--- src/rtl/muldiv_sequencer.sv ---
// rtl/muldiv_sequencer.sv - iterative MUL/DIV/DIVU/REM/REMU sequencer
module muldiv_sequencer #(
  parameter int WIDTH = 32,
  parameter int CNT_W = $clog2(WIDTH) + 1
) (
  input  logic             clk,
  input  logic             rst,
  input  logic             start,
  input  logic [2:0]       funct3,
  input  logic [WIDTH-1:0] src_a,
  input  logic [WIDTH-1:0] src_b,
  output logic             busy,
  output logic             done,
  output logic [WIDTH-1:0] result
);

  typedef enum logic [1:0] {IDLE, CALC, FIX, DONE} state_t;

  state_t             state, state_next;
  logic [2:0]         op;
  logic               sign_a, sign_b;
  logic [WIDTH-1:0]   acc, quo, dvs, res_q;
  logic [CNT_W-1:0]   cnt;

  logic               in_is_mul, in_is_div, in_signed, in_fast;
  logic [WIDTH-1:0]   in_fast_res, abs_a, abs_b;
  logic [WIDTH:0]     div_sh, div_diff;
  logic               neg_q, neg_r;
  logic [WIDTH-1:0]   fix_res;

  assign in_is_mul = (funct3 == 3'b000);
  assign in_is_div = funct3[2];
  assign in_signed = in_is_div & ~funct3[0];
  assign in_fast   = ~(in_is_mul | in_is_div) | (in_is_div & (src_b == '0));
  // Divide-by-zero: quotient all ones, remainder is the dividend; unsupported ops give 0.
  assign in_fast_res = ~(in_is_mul | in_is_div) ? '0 :
                       funct3[1]                ? src_a : '1;
  assign abs_a = (in_signed & src_a[WIDTH-1]) ? (~src_a + 1'b1) : src_a;
  assign abs_b = (in_signed & src_b[WIDTH-1]) ? (~src_b + 1'b1) : src_b;

  assign div_sh   = {acc, quo[WIDTH-1]};
  assign div_diff = div_sh - {1'b0, dvs};

  // Modulo-2^WIDTH negation makes the signed-overflow case come out right unaided.
  assign neg_q   = (op == 3'b100) & (sign_a ^ sign_b);
  assign neg_r   = (op == 3'b110) & sign_a;
  assign fix_res = (op == 3'b000) ? acc :
                   op[1]          ? (neg_r ? (~acc + 1'b1) : acc) :
                                    (neg_q ? (~quo + 1'b1) : quo);

  always_ff @(posedge clk) begin
    if (rst) state <= IDLE;
    else     state <= state_next;
  end

  always_comb begin
    state_next = state;
    case (state)
      IDLE: if (start) state_next = in_fast ? DONE : CALC;
      CALC: if (cnt == CNT_W'(1)) state_next = FIX;
      FIX:  state_next = DONE;
      DONE: state_next = IDLE;
      default: state_next = IDLE;
    endcase
  end

  always_ff @(posedge clk) begin
    if (rst) begin
      op     <= '0;
      sign_a <= 1'b0;
      sign_b <= 1'b0;
      acc    <= '0;
      quo    <= '0;
      dvs    <= '0;
      res_q  <= '0;
      cnt    <= '0;
    end else begin
      case (state)
        IDLE: begin
          if (start) begin
            op     <= funct3;
            sign_a <= in_signed & src_a[WIDTH-1];
            sign_b <= in_signed & src_b[WIDTH-1];
            acc    <= '0;
            if (in_fast) begin
              res_q <= in_fast_res;
            end else begin
              cnt <= CNT_W'(WIDTH);
              quo <= in_is_mul ? src_b : abs_a;
              dvs <= in_is_mul ? src_a : abs_b;
            end
          end
        end
        CALC: begin
          cnt <= cnt - CNT_W'(1);
          if (op == 3'b000) begin
            // quo holds the multiplier, dvs the shifting multiplicand.
            if (quo[0]) acc <= acc + dvs;
            dvs <= dvs << 1;
            quo <= quo >> 1;
          end else if (!div_diff[WIDTH]) begin
            acc <= div_diff[WIDTH-1:0];
            quo <= {quo[WIDTH-2:0], 1'b1};
          end else begin
            acc <= div_sh[WIDTH-1:0];
            quo <= {quo[WIDTH-2:0], 1'b0};
          end
        end
        FIX:     res_q <= fix_res;
        default: ;
      endcase
    end
  end

  assign busy   = (state == CALC) | (state == FIX);
  assign done   = (state == DONE);
  assign result = done ? res_q : '0;

endmodule

--- config.mk ---
export PLATFORM = sky130hd
export DESIGN_NAME = muldiv_sequencer
export DESIGN_NICKNAME = d
export VERILOG_FILES = /design/src/rtl/muldiv_sequencer.sv
export SDC_FILE = /design/constraint.sdc
export NUM_CORES = 1
export LEC_CHECK = 0
export ABC_CLOCK_PERIOD_IN_PS = 6330
export BUFFER_PORTS_ARGS = -buffer_cell sky130_fd_sc_hd__buf_2
export CORE_ASPECT_RATIO = 0.7
export CORE_MARGIN = 1.5
export CORE_UTILIZATION = 30
export DETAILED_ROUTE_END_ITERATION = 12
export SLEW_MARGIN = 20
export SYNTH_ARGS = -nofsm -noshare
export SYNTH_HDL_FRONTEND = slang
export SYNTH_SLANG_ARGS = --single-unit
--- constraint.sdc ---
create_clock -name clk -period 6.33 [get_ports clk]
set_clock_uncertainty 0.2 [all_clocks]
set_input_delay 0.633 -clock clk [delete_from_list [all_inputs] [get_ports clk]]
set_output_delay 0.633 -clock clk [all_outputs]
set_load 0.01 [all_outputs]
==> Yosys cells after proc, flatten, opt, wreduce, memory -nomap -nowiden <==
Index checks and enable logic that the tools add are counted.
{ "totals": {"reg_bits": 141, "word_cells": 91, "inputBits": 70, "output_inout_bits": 34} }
{ "classes": {"muxes": 35, "n_bitwise": 16, "reduce_logical": 12, "n_addsub": 7, "eq_ne": 12} }
{ "ops": {"columns": ["cell", "count"], "rows": [
  ["$mux 32", 23],
  ["$pmux 32 s2", 4],
  ["$add 32x1->32 const B", 4],
  ["$not 32->32", 4],
  ["$sub 33x32->33", 1],
  ["$add 32x32->32", 1],
  ["$logic_not 32->1", 1],
  ["$mux 6", 2],
  ["$pmux 6 s2", 1],
  ["$ne 2x2->1 const B", 5],
  ["$reduce_and 3->1", 3],
  ["$pmux 2 s4", 1],
  ["$and 1x1->1", 6],
  ["$eq 3x3->1 const B", 2],
  ["$eq 6x1->1 const B", 1],
  ["$logic_not 3->1", 2],
  ["$mux 2", 3],
  ["$sub 6x1->6 const B", 1],
  ["$eq 2x2->1 const B", 2],
  ["$reduce_and 2->1", 2],
  ["$reduce_and 4->1", 1],
  ["$reduce_bool 2->1", 2],
  ["$ne 3x3->1 const B", 1],
  ["$or 1x1->1", 3],
  ["other kinds (5)", 6]
]} }

==> Depth between registers and ports, before layout <==
{ "logic_depth": {"word_depth": 8, "depth_mapped": 13, "ltp_nobuf": 12} }

==> Worst setup path after synthesis <==
No wires, ideal clock.
{ "synth_path": {"kind": "reg-to-reg", "from": "reg quo[31]", "to": "reg acc[17]", "period_less_slack_ps": 3290, "setup_time_ps": 135, "t_arrival_ps": 2956, "stages_incl_launch_ff": 14, "required_ps": 5995, "setup_slack_ps": 3040, "path_buffers": 1, "path_cell_list": "dfxtp_1 > inv_1 > ha_1 > fa_1 > nand2b_1 > a21o_1 > a21oi_1 > a2111oi_0 > a211o_1 > a31oi_1 > xnor2_2 > buf_4 > mux2i_1 > o221ai_1"} }
{ "synth_between": {"elab_chain_cells": 4} }
{ "synth_lines": {"columns": ["item", "line", "rtl"], "rows": [
  ["from (decl)", "22", "logic [WIDTH-1:0] acc, quo, dvs, res_q;"],
  ["from (signal assigned)", "89", "quo <= in_is_mul ? src_b : abs_a;"],
  ["from (signal assigned)", "100", "quo <= quo >> 1;"],
  ["from (signal assigned)", "103", "quo <= {quo[WIDTH-2:0], 1'b1};"],
  ["$sub 33x32->33", "42", "assign div_diff = div_sh - {1'b0, dvs};"],
  ["$mux 32", "101", "end else if (!div_diff[WIDTH]) begin"],
  ["$mux 32", "96", "if (op == 3'b000) begin"],
  ["$pmux 32 s2", "78", "case (state)"],
  ["to (signal assigned)", "98", "if (quo[0]) acc <= acc + dvs;"],
  ["to (signal assigned)", "102", "acc <= div_diff[WIDTH-1:0];"],
  ["to (signal assigned)", "105", "acc <= div_sh[WIDTH-1:0];"],
  ["to (decl)", "22", null]
]} }
No other way between the ends.
A chain may end at the register's enable or synchronous reset.

==> Worst setup path after layout <==
{ "layout_path": {"from": "reg quo[31]", "to": "reg acc[1]"} }
The elaborated chain is that of the path after synthesis.

==> out/results.ini <==
[pwr]
p_per_area_nw_per_um2=407.0
p_comb_share_pct=58.5
swShare_pct=52.26
irDropWorstVdd_mv=0.2026
power_switching_mw=3.302
clkPwrFrac_pct=16.9
p_int_mw=3.016
p_leak_nw=6.092
seq_power_share_pct=24.5

[floorplanning]
die_h_um=183.8
io_pins=104
die-area_um2=48030
rows=66
fp.dieW_um=261.3
core_area_um2=46240
start_util_pct=30.30

[drt]
first_pass_iters=8
route.detailed.drc=0
num_vias=15810
detail_route.wl_per_cell_um=22.16
drtIter0Drc=2172
ant_nets=0
totalWireLength_mm=58.03
vias_per_cell=6.039

[timing]
layout_setup_ws_ns=1.861
rsz0062_at_grt=false
tightestPinTransition_ns=1.143
maxSlewViolCount=0
finalCriticalPeriod_ns=4.469
setup-violations-final=0
tns_ns=0
fin_crit_sh_pct=70.60
final_hold_viol_count=0
timing.slew.headroom_pct=23.12
worst_hold_slack_ns=0.2952
fmax_mhz=223.8

[critical_path]
regToRegStartpoint=quo[31]
critPathCaptureType=flop
critPathLaunchType=flop
startpoint=quo[31]
worstPathMaxFanout=37
path_class=reg -> reg
worstPathRequired_ns=6.52
cp_cell_sequence=inv_1, ha_1, fa_1, nand2b_1, a21o_1, a21oi_1, a2111oi_0, a211o_1, a31oi_1, xnor2_4, buf_4, mux2_2, o21ai_0
cp.arrival_ns=4.66
max_stage_delay_ns=0.51
path_buf_inv=2
critPathTopFamily=compound AO/OA/AOI/OAI gates
cp_slowest_cell=buf_4

[final_layout]
drive_above_1_share_pct=9.536
fin_cells=2618
n_fill_cell=5008
nNetsFinal=2136
final_core_util_pct=33.57
area_growth_syn_to_layout_pct=10.80

[cts]
postCtsHoldBufs=0
cts-buffers-inserted=17
cts_root_buf=clkbuf_16
insertion_delay_ns=0.47
cts_buffer_depth=2
clkTransAtPathRegs_ns=0.07
postCtsSetupBuffers=0
htree_levels=4
cts_num_sinks=141
post_cts_resize_count=0
cts_tree=yes

[synthesis]
synth_xor_area_share_pct=9.555
synth-main-ff-cell=dfxtp_1
synth_compound_area_share_pct=32.46
yosysWarnings=0
synth_edf_count=0
netlist_area_um2=14010
synth_nets=2140
synth_top_family_by_area=compound AO/OA/AOI/OAI gates
ys_top_cells_by_area=dfxtp_1, a21oi_1, ha_1
seq_area_frac_synth_pct=20.15
yosysUniqueCellTypes=74
post_synth.cell_area_avg_um2=7.027
muxShareOfSynthArea_pct=2.304
ys_ff_latch=141
synth_top_area_share_pct=20.15
syn_inst=1994
synth_fa_ha_area_share_pct=6.894
synth-async-reset-ratio_pct=0
synthSimpleGateAreaFrac_pct=22.33
synth_area_leader_cell=dfxtp_1

[grt]
grt_max_degree=91
antenna_found_initial=5
grt_usage_pct=23.56
grt_pass1_wl_mm=85.84
overflow=0
grt_pass1_vias=13650

[placed_design]
place.detailed.hpwl_mm=44.15
io_buffers=103
place_congestion=0.9981
place_ws_ns=1.793
place_inst=2583

[run]
drv_cap=0

[run_status]
status=finished, final reports clean

[worst_hold_path]
hp-start=res_q[9]
hp-class=reg -> reg

==> metal layers <==
metal,global-route usage (%),routed length (um),vias up
met5,1.646,30,-
met4,5.448,1260,2
met3,8.519,7781,101
met2,31.50,22530,908
met1,34.83,26430,7490
li1,-,-,7308
==> flip-flops by register name, indices dropped and copies added (netlist names) <==
name / cells
cnt: 6
sign_b: 1
res_q: 32
dvs: 32
sign_a: 1
acc: 32
quo: 32
op: 3
state: 2
==> layout make-up <==
type | count | area, um2 | area share (%)
diodes | 3 | 7.507 | 0.04836
clock buffers | 18 | 429.2 | 2.765
clock inverters | 14 | 157.7 | 1.016
inverters | 73 | 274.0 | 1.765
multi-input cells | 1631 | 10380 | 66.84
flip-flops and latches | 141 | 2823 | 18.18
well taps | 612 | 765.7 | 4.933
repair buffers | 126 | 690.7 | 4.449
==> metrics by stage <==
step                      total power, mW  cell area [um2]
after floorplan                     4.064            14010
after global placement              5.058            14930
after detailed placement            5.123            14930
after CTS                           6.199            15520
after global routing                6.700            15520
final                               6.318            15520
==> logic make-up (layout without fill, tap and decap cells) <==
group           count (synthesis)  count (layout)
other cells                     0               3
simple gates                  661             661
flops                         141             141
compound gates                710             710
xor+xnor                      152             152
buf+inv                       222             231
mux                            32              32
fa+ha+maj                      76              76
==> power groups by stage <==
| stage | clock (mW) | sequential [mW] | combinational, mW |
|---|---|---|---|
| 2_1_floorplan | 0 | 1.33 | 2.74 |
| 3_3_place_gp | 0 | 1.54 | 3.52 |
| 3_5_place_dp | 0 | 1.55 | 3.58 |
| 4_1_cts | 1.08 | 1.53 | 3.59 |
| 5_1_grt | 1.11 | 1.57 | 4.01 |
| 6_report | 1.07 | 1.55 | 3.70 |
==> placed cells by master (no fill, tap or decap), types with 20 or more instances in the layout <==
master      n
dfxtp_1   141
nor3_1     60
buf_4      24
buf_2     102
a211oi_1   93
or3_1      20
o21ai_0   161
xnor2_1    94
a31oi_1    31
nand3_1    37
xor2_1     57
nand2_1   167
o211ai_1   33
a22oi_1    23
ha_1       73
a21oi_1   194
a311oi_1   40
and2_1     40
inv_1      73
nor2_1    232
a21o_1     34
mux2i_1    30
==> final timing paths <==
kind	to	cells after the start	slack, ns
worst max register to register	acc[1]	13	1.86
worst min-delay path	res_q[9]	2	0.30
worst min register to register	res_q[9]	2	0.30
worst max-delay path	acc[1]	13	1.86
==> synthesized netlist by cell type, types with 6 or more instances <==
library cell / number
o21bai_1: 9
nor3_1: 62
clkbuf_1: 120
mux2i_1: 30
inv_1: 73
nand4_1: 13
nand2b_1: 11
and2_1: 40
nand3b_1: 6
a311oi_1: 40
a211oi_1: 93
a21o_1: 34
xnor2_1: 94
dfxtp_1: 141
o211ai_1: 33
nor3b_1: 7
o221ai_1: 6
ha_1: 74
buf_2: 19
nand3_1: 37
and3_1: 10
a21oi_1: 196
o21ai_0: 161
nand2_1: 167
or4_1: 14
a221oi_1: 9
o31ai_1: 17
nor2b_1: 6
xor2_1: 57
a22oi_1: 23
a31oi_1: 31
nor2_1: 232
or3_1: 22
nor4_1: 16
o21a_1: 11
==> worst reg2reg max path, cell delays in order (launching register included) <==
cell       delay (ns)
dfxtp_1          0.39
inv_1            0.18
ha_1             0.28
fa_1             0.41
nand2b_1         0.18
a21o_1           0.21
a21oi_1          0.28
a2111oi_0        0.19
a211o_1          0.41
a31oi_1          0.40
xnor2_4          0.15
buf_4            0.51
mux2_2           0.46
o21ai_0          0.13
(Power assumes the default switching activity.)
